[src/rtl/timer_counter_if.sv]
// CPU-side register bus for timer_counter: address/strobe/byte-enable/data and irq.
// No latency of its own; a bundle of wires.
// No backpressure: every access completes in the cycle it is presented.
//
// Signals:
//   addr  [31:0]  byte address, only addr[3:2] is decoded by the slave
//   we            write strobe, sampled on the rising clock edge
//   be    [3:0]   byte enables (honoured only in the byte-write build)
//   wdata [31:0]  write data
//   rdata [31:0]  combinational read data of the word selected by addr
//   irq           interrupt request to the CPU
interface timer_counter_if;
    logic [31:0] addr;
    logic        we;
    logic [3:0]  be;
    logic [31:0] wdata;
    logic [31:0] rdata;
    logic        irq;

    modport master (
        output addr,
        output we,
        output be,
        output wdata,
        input  rdata,
        input  irq
    );

    modport slave (
        input  addr,
        input  we,
        input  be,
        input  wdata,
        output rdata,
        output irq
    );
endinterface

[src/rtl/timer_counter.sv]
// Memory-mapped down-counter timer with one-shot / auto-reload modes and a maskable irq.
// Reads are combinational; writes take effect on the next clk edge; EN write to LOAD is one cycle.
// No backpressure: the bus never stalls.
//
// Ports:
//   clk    rising-edge clock shared with the CPU pipeline
//   reset  asynchronous, active-high reset
//   bus    timer_counter_if.slave (addr, we, be, wdata in; rdata, irq out)
//
// Register map (addr[3:2]): 0 CTRL {IM, MODE[1:0], EN}, 1 PRESET, 2 COUNT (RO), 3 reserved.
// Build option: define TC_BYTE_WRITE_EN to make CTRL/PRESET writes honour be[3:0].
module timer_counter (
    input  logic           clk,
    input  logic           reset,
    timer_counter_if.slave bus
);

    typedef enum logic [1:0] {
        ST_IDLE = 2'd0,
        ST_LOAD = 2'd1,
        ST_CNT  = 2'd2,
        ST_INT  = 2'd3
    } state_t;

    localparam logic [1:0] A_CTRL   = 2'd0;
    localparam logic [1:0] A_PRESET = 2'd1;
    localparam logic [1:0] A_COUNT  = 2'd2;

    state_t      r_state;
    state_t      w_state_nxt;

    logic [3:0]  r_ctrl;
    logic [31:0] r_preset;
    logic [31:0] r_count;
    logic        r_irq_flag;

    logic        w_wr_any;
    logic        w_wr_ctrl;
    logic        w_wr_preset;
    logic [31:0] w_ctrl_wval_full;
    logic [3:0]  w_ctrl_wval;
    logic [31:0] w_preset_wval;
    logic        w_unused;

    logic        w_en;
    logic        w_autoreload;
    logic        w_force_idle;
    logic        w_cnt_gt1;

    logic        w_load;
    logic        w_dec;
    logic        w_to_int;
    logic        w_int_clr_en;
    logic        w_int_exit;

`ifdef TC_BYTE_WRITE_EN
    function automatic logic [31:0] f_merge(input logic [31:0] old_v,
                                            input logic [31:0] new_v,
                                            input logic [3:0]  be_v);
        logic [31:0] res;
        res = old_v;
        for (int i = 0; i < 4; i++) begin
            if (be_v[i]) begin
                res[i*8 +: 8] = new_v[i*8 +: 8];
            end
        end
        return res;
    endfunction

    // A write with no byte lanes enabled is not a write at all (no irq clear either).
    assign w_wr_any         = bus.we && (bus.be != 4'b0000);
    assign w_ctrl_wval_full = f_merge({28'd0, r_ctrl}, bus.wdata, bus.be);
    assign w_preset_wval    = f_merge(r_preset, bus.wdata, bus.be);
    assign w_unused         = ^{bus.addr[31:4], bus.addr[1:0], w_ctrl_wval_full[31:4]};
`else
    assign w_wr_any         = bus.we;
    assign w_ctrl_wval_full = bus.wdata;
    assign w_preset_wval    = bus.wdata;
    assign w_unused         = ^{bus.addr[31:4], bus.addr[1:0], bus.be, w_ctrl_wval_full[31:4]};
`endif

    assign w_ctrl_wval  = w_ctrl_wval_full[3:0];
    assign w_wr_ctrl    = w_wr_any && (bus.addr[3:2] == A_CTRL);
    assign w_wr_preset  = w_wr_any && (bus.addr[3:2] == A_PRESET);

    assign w_en         = r_ctrl[0];
    // MODE 1x behaves as one-shot, so only the exact 01 pattern reloads.
    assign w_autoreload = (r_ctrl[2:1] == 2'b01);
    // Software clearing EN overrides whatever the FSM would do this edge.
    assign w_force_idle = w_wr_ctrl && !w_ctrl_wval[0];
    assign w_cnt_gt1    = (r_count > 32'd1);

    // ---------------- FSM: state register ----------------
    always_ff @(posedge clk or posedge reset) begin
        if (reset) begin
            r_state <= ST_IDLE;
        end else begin
            r_state <= w_state_nxt;
        end
    end

    // ---------------- FSM: next state ----------------
    always_comb begin
        w_state_nxt = r_state;
        case (r_state)
            ST_IDLE: if (w_en) w_state_nxt = ST_LOAD;
            ST_LOAD: w_state_nxt = ST_CNT;
            ST_CNT: begin
                if (!w_en) begin
                    w_state_nxt = ST_IDLE;
                end else if (!w_cnt_gt1) begin
                    w_state_nxt = ST_INT;
                end
            end
            ST_INT:  w_state_nxt = w_autoreload ? ST_LOAD : ST_IDLE;
            default: w_state_nxt = ST_IDLE;
        endcase
        if (w_force_idle) begin
            w_state_nxt = ST_IDLE;
        end
    end

    // ---------------- FSM: outputs ----------------
    // Datapath actions are qualified by the chosen next state, so a forced
    // IDLE also suppresses the load/decrement and COUNT is held.
    always_comb begin
        w_load       = 1'b0;
        w_dec        = 1'b0;
        w_to_int     = 1'b0;
        w_int_clr_en = 1'b0;
        w_int_exit   = 1'b0;
        case (r_state)
            ST_LOAD: w_load   = (w_state_nxt == ST_CNT);
            ST_CNT: begin
                // Staying in CNT implies COUNT > 1, so the decrement never wraps.
                w_dec    = (w_state_nxt == ST_CNT);
                w_to_int = (w_state_nxt == ST_INT);
            end
            ST_INT: begin
                w_int_clr_en = !w_autoreload;
                w_int_exit   = w_autoreload;
            end
            default: ;
        endcase
    end

    // ---------------- Registers ----------------
    always_ff @(posedge clk or posedge reset) begin
        if (reset) begin
            r_ctrl <= 4'd0;
        end else if (w_wr_ctrl) begin
            // Software write wins over the one-shot EN clear in the same cycle.
            r_ctrl <= w_ctrl_wval;
        end else if (w_int_clr_en) begin
            r_ctrl[0] <= 1'b0;
        end
    end

    always_ff @(posedge clk or posedge reset) begin
        if (reset) begin
            r_preset <= 32'd0;
        end else if (w_wr_preset) begin
            r_preset <= w_preset_wval;
        end
    end

    // PRESET is only sampled in LOAD, so a write during CNT waits for the next reload.
    always_ff @(posedge clk or posedge reset) begin
        if (reset) begin
            r_count <= 32'd0;
        end else if (w_load) begin
            r_count <= r_preset;
        end else if (w_to_int) begin
            r_count <= 32'd0;
        end else if (w_dec) begin
            r_count <= r_count - 32'd1;
        end
    end

    // One-shot: flag sticks until software touches CTRL/PRESET.
    // Auto-reload: flag drops as INT is left, giving a single-cycle pulse.
    always_ff @(posedge clk or posedge reset) begin
        if (reset) begin
            r_irq_flag <= 1'b0;
        end else if (w_to_int) begin
            r_irq_flag <= 1'b1;
        end else if (w_wr_ctrl || w_wr_preset) begin
            r_irq_flag <= 1'b0;
        end else if (w_int_exit) begin
            r_irq_flag <= 1'b0;
        end
    end

    // ---------------- Read mux and irq ----------------
    always_comb begin
        bus.rdata = 32'd0;
        case (bus.addr[3:2])
            A_CTRL:   bus.rdata = {28'd0, r_ctrl};
            A_PRESET: bus.rdata = r_preset;
            A_COUNT:  bus.rdata = r_count;
            default:  bus.rdata = 32'd0;
        endcase
    end

    assign bus.irq = r_irq_flag & r_ctrl[3];

endmodule

[src/flat_wrapper.sv]
// flat-port wrapper written by rule: the top's interface ports become plain ports
module timer_counter_flat 
  (clk, reset, bus_addr, bus_we, bus_be, bus_wdata, bus_rdata, bus_irq);
  timer_counter_if bus_i ();
  input  logic clk;
  input  logic reset;
  input wire logic [$bits(bus_i.addr)-1:0] bus_addr;
  input wire logic [$bits(bus_i.we)-1:0] bus_we;
  input wire logic [$bits(bus_i.be)-1:0] bus_be;
  input wire logic [$bits(bus_i.wdata)-1:0] bus_wdata;
  output wire logic [$bits(bus_i.rdata)-1:0] bus_rdata;
  output wire logic [$bits(bus_i.irq)-1:0] bus_irq;
  assign bus_i.addr = bus_addr;
  assign bus_i.we = bus_we;
  assign bus_i.be = bus_be;
  assign bus_i.wdata = bus_wdata;
  assign bus_rdata = bus_i.rdata;
  assign bus_irq = bus_i.irq;
  timer_counter u_core (.clk(clk), .reset(reset), .bus(bus_i));
endmodule
[config.mk]
export PLATFORM = sky130hd
export DESIGN_NAME = timer_counter_flat
export DESIGN_NICKNAME = d
export VERILOG_FILES = /design/src/rtl/timer_counter_if.sv /design/src/rtl/timer_counter.sv /design/src/flat_wrapper.sv
export SDC_FILE = /design/constraint.sdc
export NUM_CORES = 1
export LEC_CHECK = 0
export ABC_AREA = 0
export CELL_PAD_IN_SITES_DETAIL_PLACEMENT = 1
export CELL_PAD_IN_SITES_GLOBAL_PLACEMENT = 1
export CORE_MARGIN = 4
export CORE_UTILIZATION = 35
export DETAILED_ROUTE_END_ITERATION = 7
export MAX_ROUTING_LAYER = met4
export PLACE_DENSITY = 0.75
export SLEW_MARGIN = 10
export SYNTH_ARGS = -nofsm -noshare
export SYNTH_HDL_FRONTEND = slang
export SYNTH_SLANG_ARGS = --single-unit
[constraint.sdc]
create_clock -name clk -period 6.45 [get_ports clk]
set_clock_uncertainty 0.2 [all_clocks]
set_input_delay 1.29 -clock clk [delete_from_list [all_inputs] [get_ports clk]]
set_output_delay 1.29 -clock clk [all_outputs]
set_load 0.01 [all_outputs]
### After elaboration in Yosys (flattened, before gate mapping)

Index checks and enable logic that the tools add are counted.

| operators by class | value |
|---|---|
| add/subtract/negate cells | 1 |
| multipliers | 0 |
| div/mod/pow operators | 0 |
| order comparisons | 1 |
| equality and inequality tests | 8 |
| shifts and indexed selects | 0 |
| multiplexer cells | 20 |
| bitwise gates (word level) | 1 |
| reduce and logical (&&, ||, !) cells | 11 |

Operator list:

| kind | count |
|---|---|
| 32-bit 2-to-1 mux | 3 |
| 32-bit case mux with 3 select lines | 1 |
| 32-bit by 1-bit greater-than comparator with 1-bit output (second input constant) | 1 |
| 32-bit by 1-bit subtractor with 32-bit output (second input constant) | 1 |
| 1-bit 2-to-1 mux | 11 |
| 2-bit == test (second input constant) | 5 |
| 2-bit 2-to-1 mux | 4 |
| 2-bit case mux with 4 select lines | 1 |
| 2-bit by 1-bit == test with 1-bit output (second input constant) | 3 |
| 3-bit nonzero test | 2 |
| 2-bit logical NOT | 2 |
| 1-bit logical AND | 3 |
| 1-bit logical NOT | 2 |
| 2-bit nonzero test | 1 |
| 1-bit bitwise AND | 1 |
| 1-bit logical OR | 1 |

| word-level totals | value |
|---|---|
| bits in registers | 71 |
| latch bits | 0 |
| bits in writable memories | 0 |
| memory bits (read-only) | 0 |
| input bits | 71 |
| output and inout bits | 33 |
| logic and storage cells | 48 |
| memories kept | 0 |

### Longest topological paths before layout

| depth | value |
|---|---|
| depth in word-level cells | 10 |
| depth in mapped cells | 9 |

### Worst setup path after synthesis

Ideal clock, no wire load.

| timing path | value |
|---|---|
| path kind | input port to output port |
| from | input bus_addr[3] |
| to | output bus_rdata[11] |
| arrival time | 2.529 ns |
| required time | 4.960 ns |
| slack | 2.431 ns |
| stages | 5 |
| cells stage by stage | clkbuf_1 -> nor2b_1 -> clkbuf_1 -> clkbuf_1 -> a22o_1 |

| between the ends | value |
|---|---|
| word-level cells in the longest chain between the ends | 2 |

Ends and longest elaborated chain:

| item | line | text |
|---|---|---|
| start, declared | flat_wrapper.sv:7 | `input wire logic [$bits(bus_i.addr)-1:0] bus_addr;` |
| 2-bit == test, or another cell as far along | timer_counter.sv:197 | `case (bus.addr[3:2])` |
| 32-bit case mux with 3 select lines * | timer_counter.sv:197 |  |
| end, declared | flat_wrapper.sv:11 | `output wire logic [$bits(bus_i.rdata)-1:0] bus_rdata;` |

Every way passes the cells marked *; elsewhere a longest branch is shown, timed or not.

### Worst setup path after layout

| timing path | value |
|---|---|
| from | input bus_addr[3] |
| to | output bus_rdata[18] |

The elaborated chain is that of the path after synthesis.

==> flow_summary.json <==
{
  "layout_commonest_cell": "dfrtp_1",
  "rows": 38,
  "post_cts_resized": 0,
  "cts_setup_buffers": 0,
  "max-cap-violations": 0,
  "die_area_sq_um": 13000,
  "ys_types": 56,
  "status": "finished, final reports clean",
  "async_reset_ff_frac": 1.00,
  "setup_violations": 0,
  "hpwl_um": 7970,
  "rsz0062_at_grt": "false",
  "synth-main-ff-cell": "dfrtp_1",
  "synth-edff-count": 0,
  "drive_above_1_share": 0.152,
  "worstSkewPairLatency_ns": 0.34,
  "grt_antenna_before_repair": 0,
  "hold_path_class": "register to register",
  "cp-end-kind": "output pin",
  "min_period_over_period": 0.809,
  "fill_cells": 1237,
  "multi_input_area_sq_um": 2010,
  "clock_path_buffers": 2,
  "cts_tree": "yes",
  "required_ns": 4.96,
  "setup_slack_ns": 1.23,
  "grt_pass1_vias": 3714,
  "final_cell_mix": "dfrtp_1, clkdlybuf4s50_1, mux2_2",
  "grt_first_pass_wirelength_um": 19700,
  "drv_slew": 0,
  "avgSynthCellArea_sq_um": 9.99,
  "slew_headroom": 0.358,
  "ant_nets": 0,
  "h-tree-depth": 3,
  "p_leak_uw": 0.00196,
  "p_per_area_nw_per_um2": 385,
  "cts.root.buffer_cell": "clkbuf_16",
  "hold_buffers": 0,
  "syn_to_final_growth_pct": 27.3,
  "syn-cell-area_sq_um": 3940,
  "port_buffers": 69,
  "drc": 0,
  "clkTransAtPathRegs_ns": 0.06,
  "diodes": 0,
  "critical_path_class": "input port to output pin",
  "hold_viol_final": 0,
  "gr-total-overflow": 0,
  "grt_use_total": 0.197,
  "cts_inserted_buffers": 9,
  "fin_cells": 595,
  "core-area_sq_um": 10900,
  "vias_per_cell": 5.76,
  "crit_fanout": 20,
  "ios": 104,
  "syn_nets": 467,
  "seqCellArea_sq_um": 1780,
  "yosys_warnings": 0,
  "drt-total-wl_um": 11900,
  "worst_pin_slew_ns": 0.959,
  "irDropWorstVdd_v": 0.000138,
  "wire_per_inst_um": 19.9,
  "yosysSeqAreaShare": 0.451,
  "cp-start-kind": "input port",
  "start_util": 0.360,
  "synthCells": 394,
  "initialDrtViolationCount": 130,
  "period_needed_ns": 5.22,
  "post-place-ws_ns": 1.23,
  "fin_tns_setup_ns": 0,
  "arrival_ns": 3.73,
  "vias": 3427,
  "fmax_mhz": 192,
  "ys_ff_latch": 71,
  "dieWidth_um": 114,
  "grt_max_degree": 72,
  "layout.nets": 526,
  "cts_sinks": 71,
  "dr.pass1.iters": 5,
  "routabilityCongestion": 0.831,
  "dp.cells": 582,
  "die_height_um": 114
}
-- power breakdown --
part	switching [uW]	internal, uW
clock network	185	285
registers	189	589
logic	354	326
total	728	1200
-- worst paths after layout --
kind,startpoint,to,slack [ns],cells past startpoint
setup / recovery,bus_addr[3],bus_rdata[18],1.23,5
hold / removal,u_core.r_irq_flag,u_core.r_irq_flag,0.32,2
setup reg to reg,u_core.r_count[24],u_core.r_count[26],3.10,6
hold reg to reg,u_core.r_irq_flag,u_core.r_irq_flag,0.32,2
max in group asynchronous,reset,u_core.r_preset[11],4.11,3
min in group asynchronous,reset,u_core.r_preset[30],1.35,3
-- layer usage --
metal / vias to the layer above / wire length [um] / track usage
li1: 1596 / - / -
met1: 1732 / 5210 / 0.248
met3: 14 / 496 / 0.0344
met2: 85 / 5980 / 0.324
met5: - / 0 / -
met4: 0 / 177 / 0.0657
-- state kept, by name, summed over array words and instances, names as in the netlist --
register and flops:
u_core.r_count 32, u_core.r_irq_flag 1, u_core.r_state 2, u_core.r_preset 32
u_core.r_ctrl 4
-- through the flow --
stage / util / hold slack (ns) / power (uW) / area [sq um]
floorplan: - / 0.260 / 1190 / 3940
global placement: 0.433 / 0.298 / 1420 / 4740
detailed placement: 0.433 / 0.300 / 1460 / 4740
CTS: 0.458 / 0.325 / 1940 / 5010
global route: 0.458 / 0.353 / 2060 / 5010
finish: 0.458 / 0.324 / 1930 / 5010
-- critical path, stage by stage --
cell	delay, ns
clkdlybuf4s50_1	0.62
nor2b_2	0.64
buf_4	0.39
a22o_1	0.22
clkdlybuf4s50_1	0.56
-- final cells by class --
cell class | instances | share of cell area
well taps | 140 | 0.0350
inverters | 9 | 0.00674
repair buffers | 76 | 0.148
multi-input cells | 286 | 0.401
clock inverters | 1 | 0.000999
clock buffers | 12 | 0.0532
flip-flops and latches | 71 | 0.355
-- cell usage after synthesis, drive strengths merged, types with 11 or more instances --
master / n / area [sq um]
a22oi: 15 / 113
nand3: 17 / 85.1
clkbuf: 17 / 63.8
or3: 11 / 78.8
mux2: 35 / 394
nor3: 14 / 70.1
o21ai: 25 / 129
a21oi: 13 / 68.8
a22o: 29 / 254
dfrtp: 71 / 1780
buf: 11 / 62.6
nand2: 31 / 116
nor2: 23 / 86.3
-- cell families after synthesis --
group,synth area share
simple gates,0.165
fa+ha+maj,0.00635
compound gates,0.216
xor+xnor,0.0111
buf+inv,0.0407
flops,0.451
mux,0.110
(Power assumes the default switching activity.)
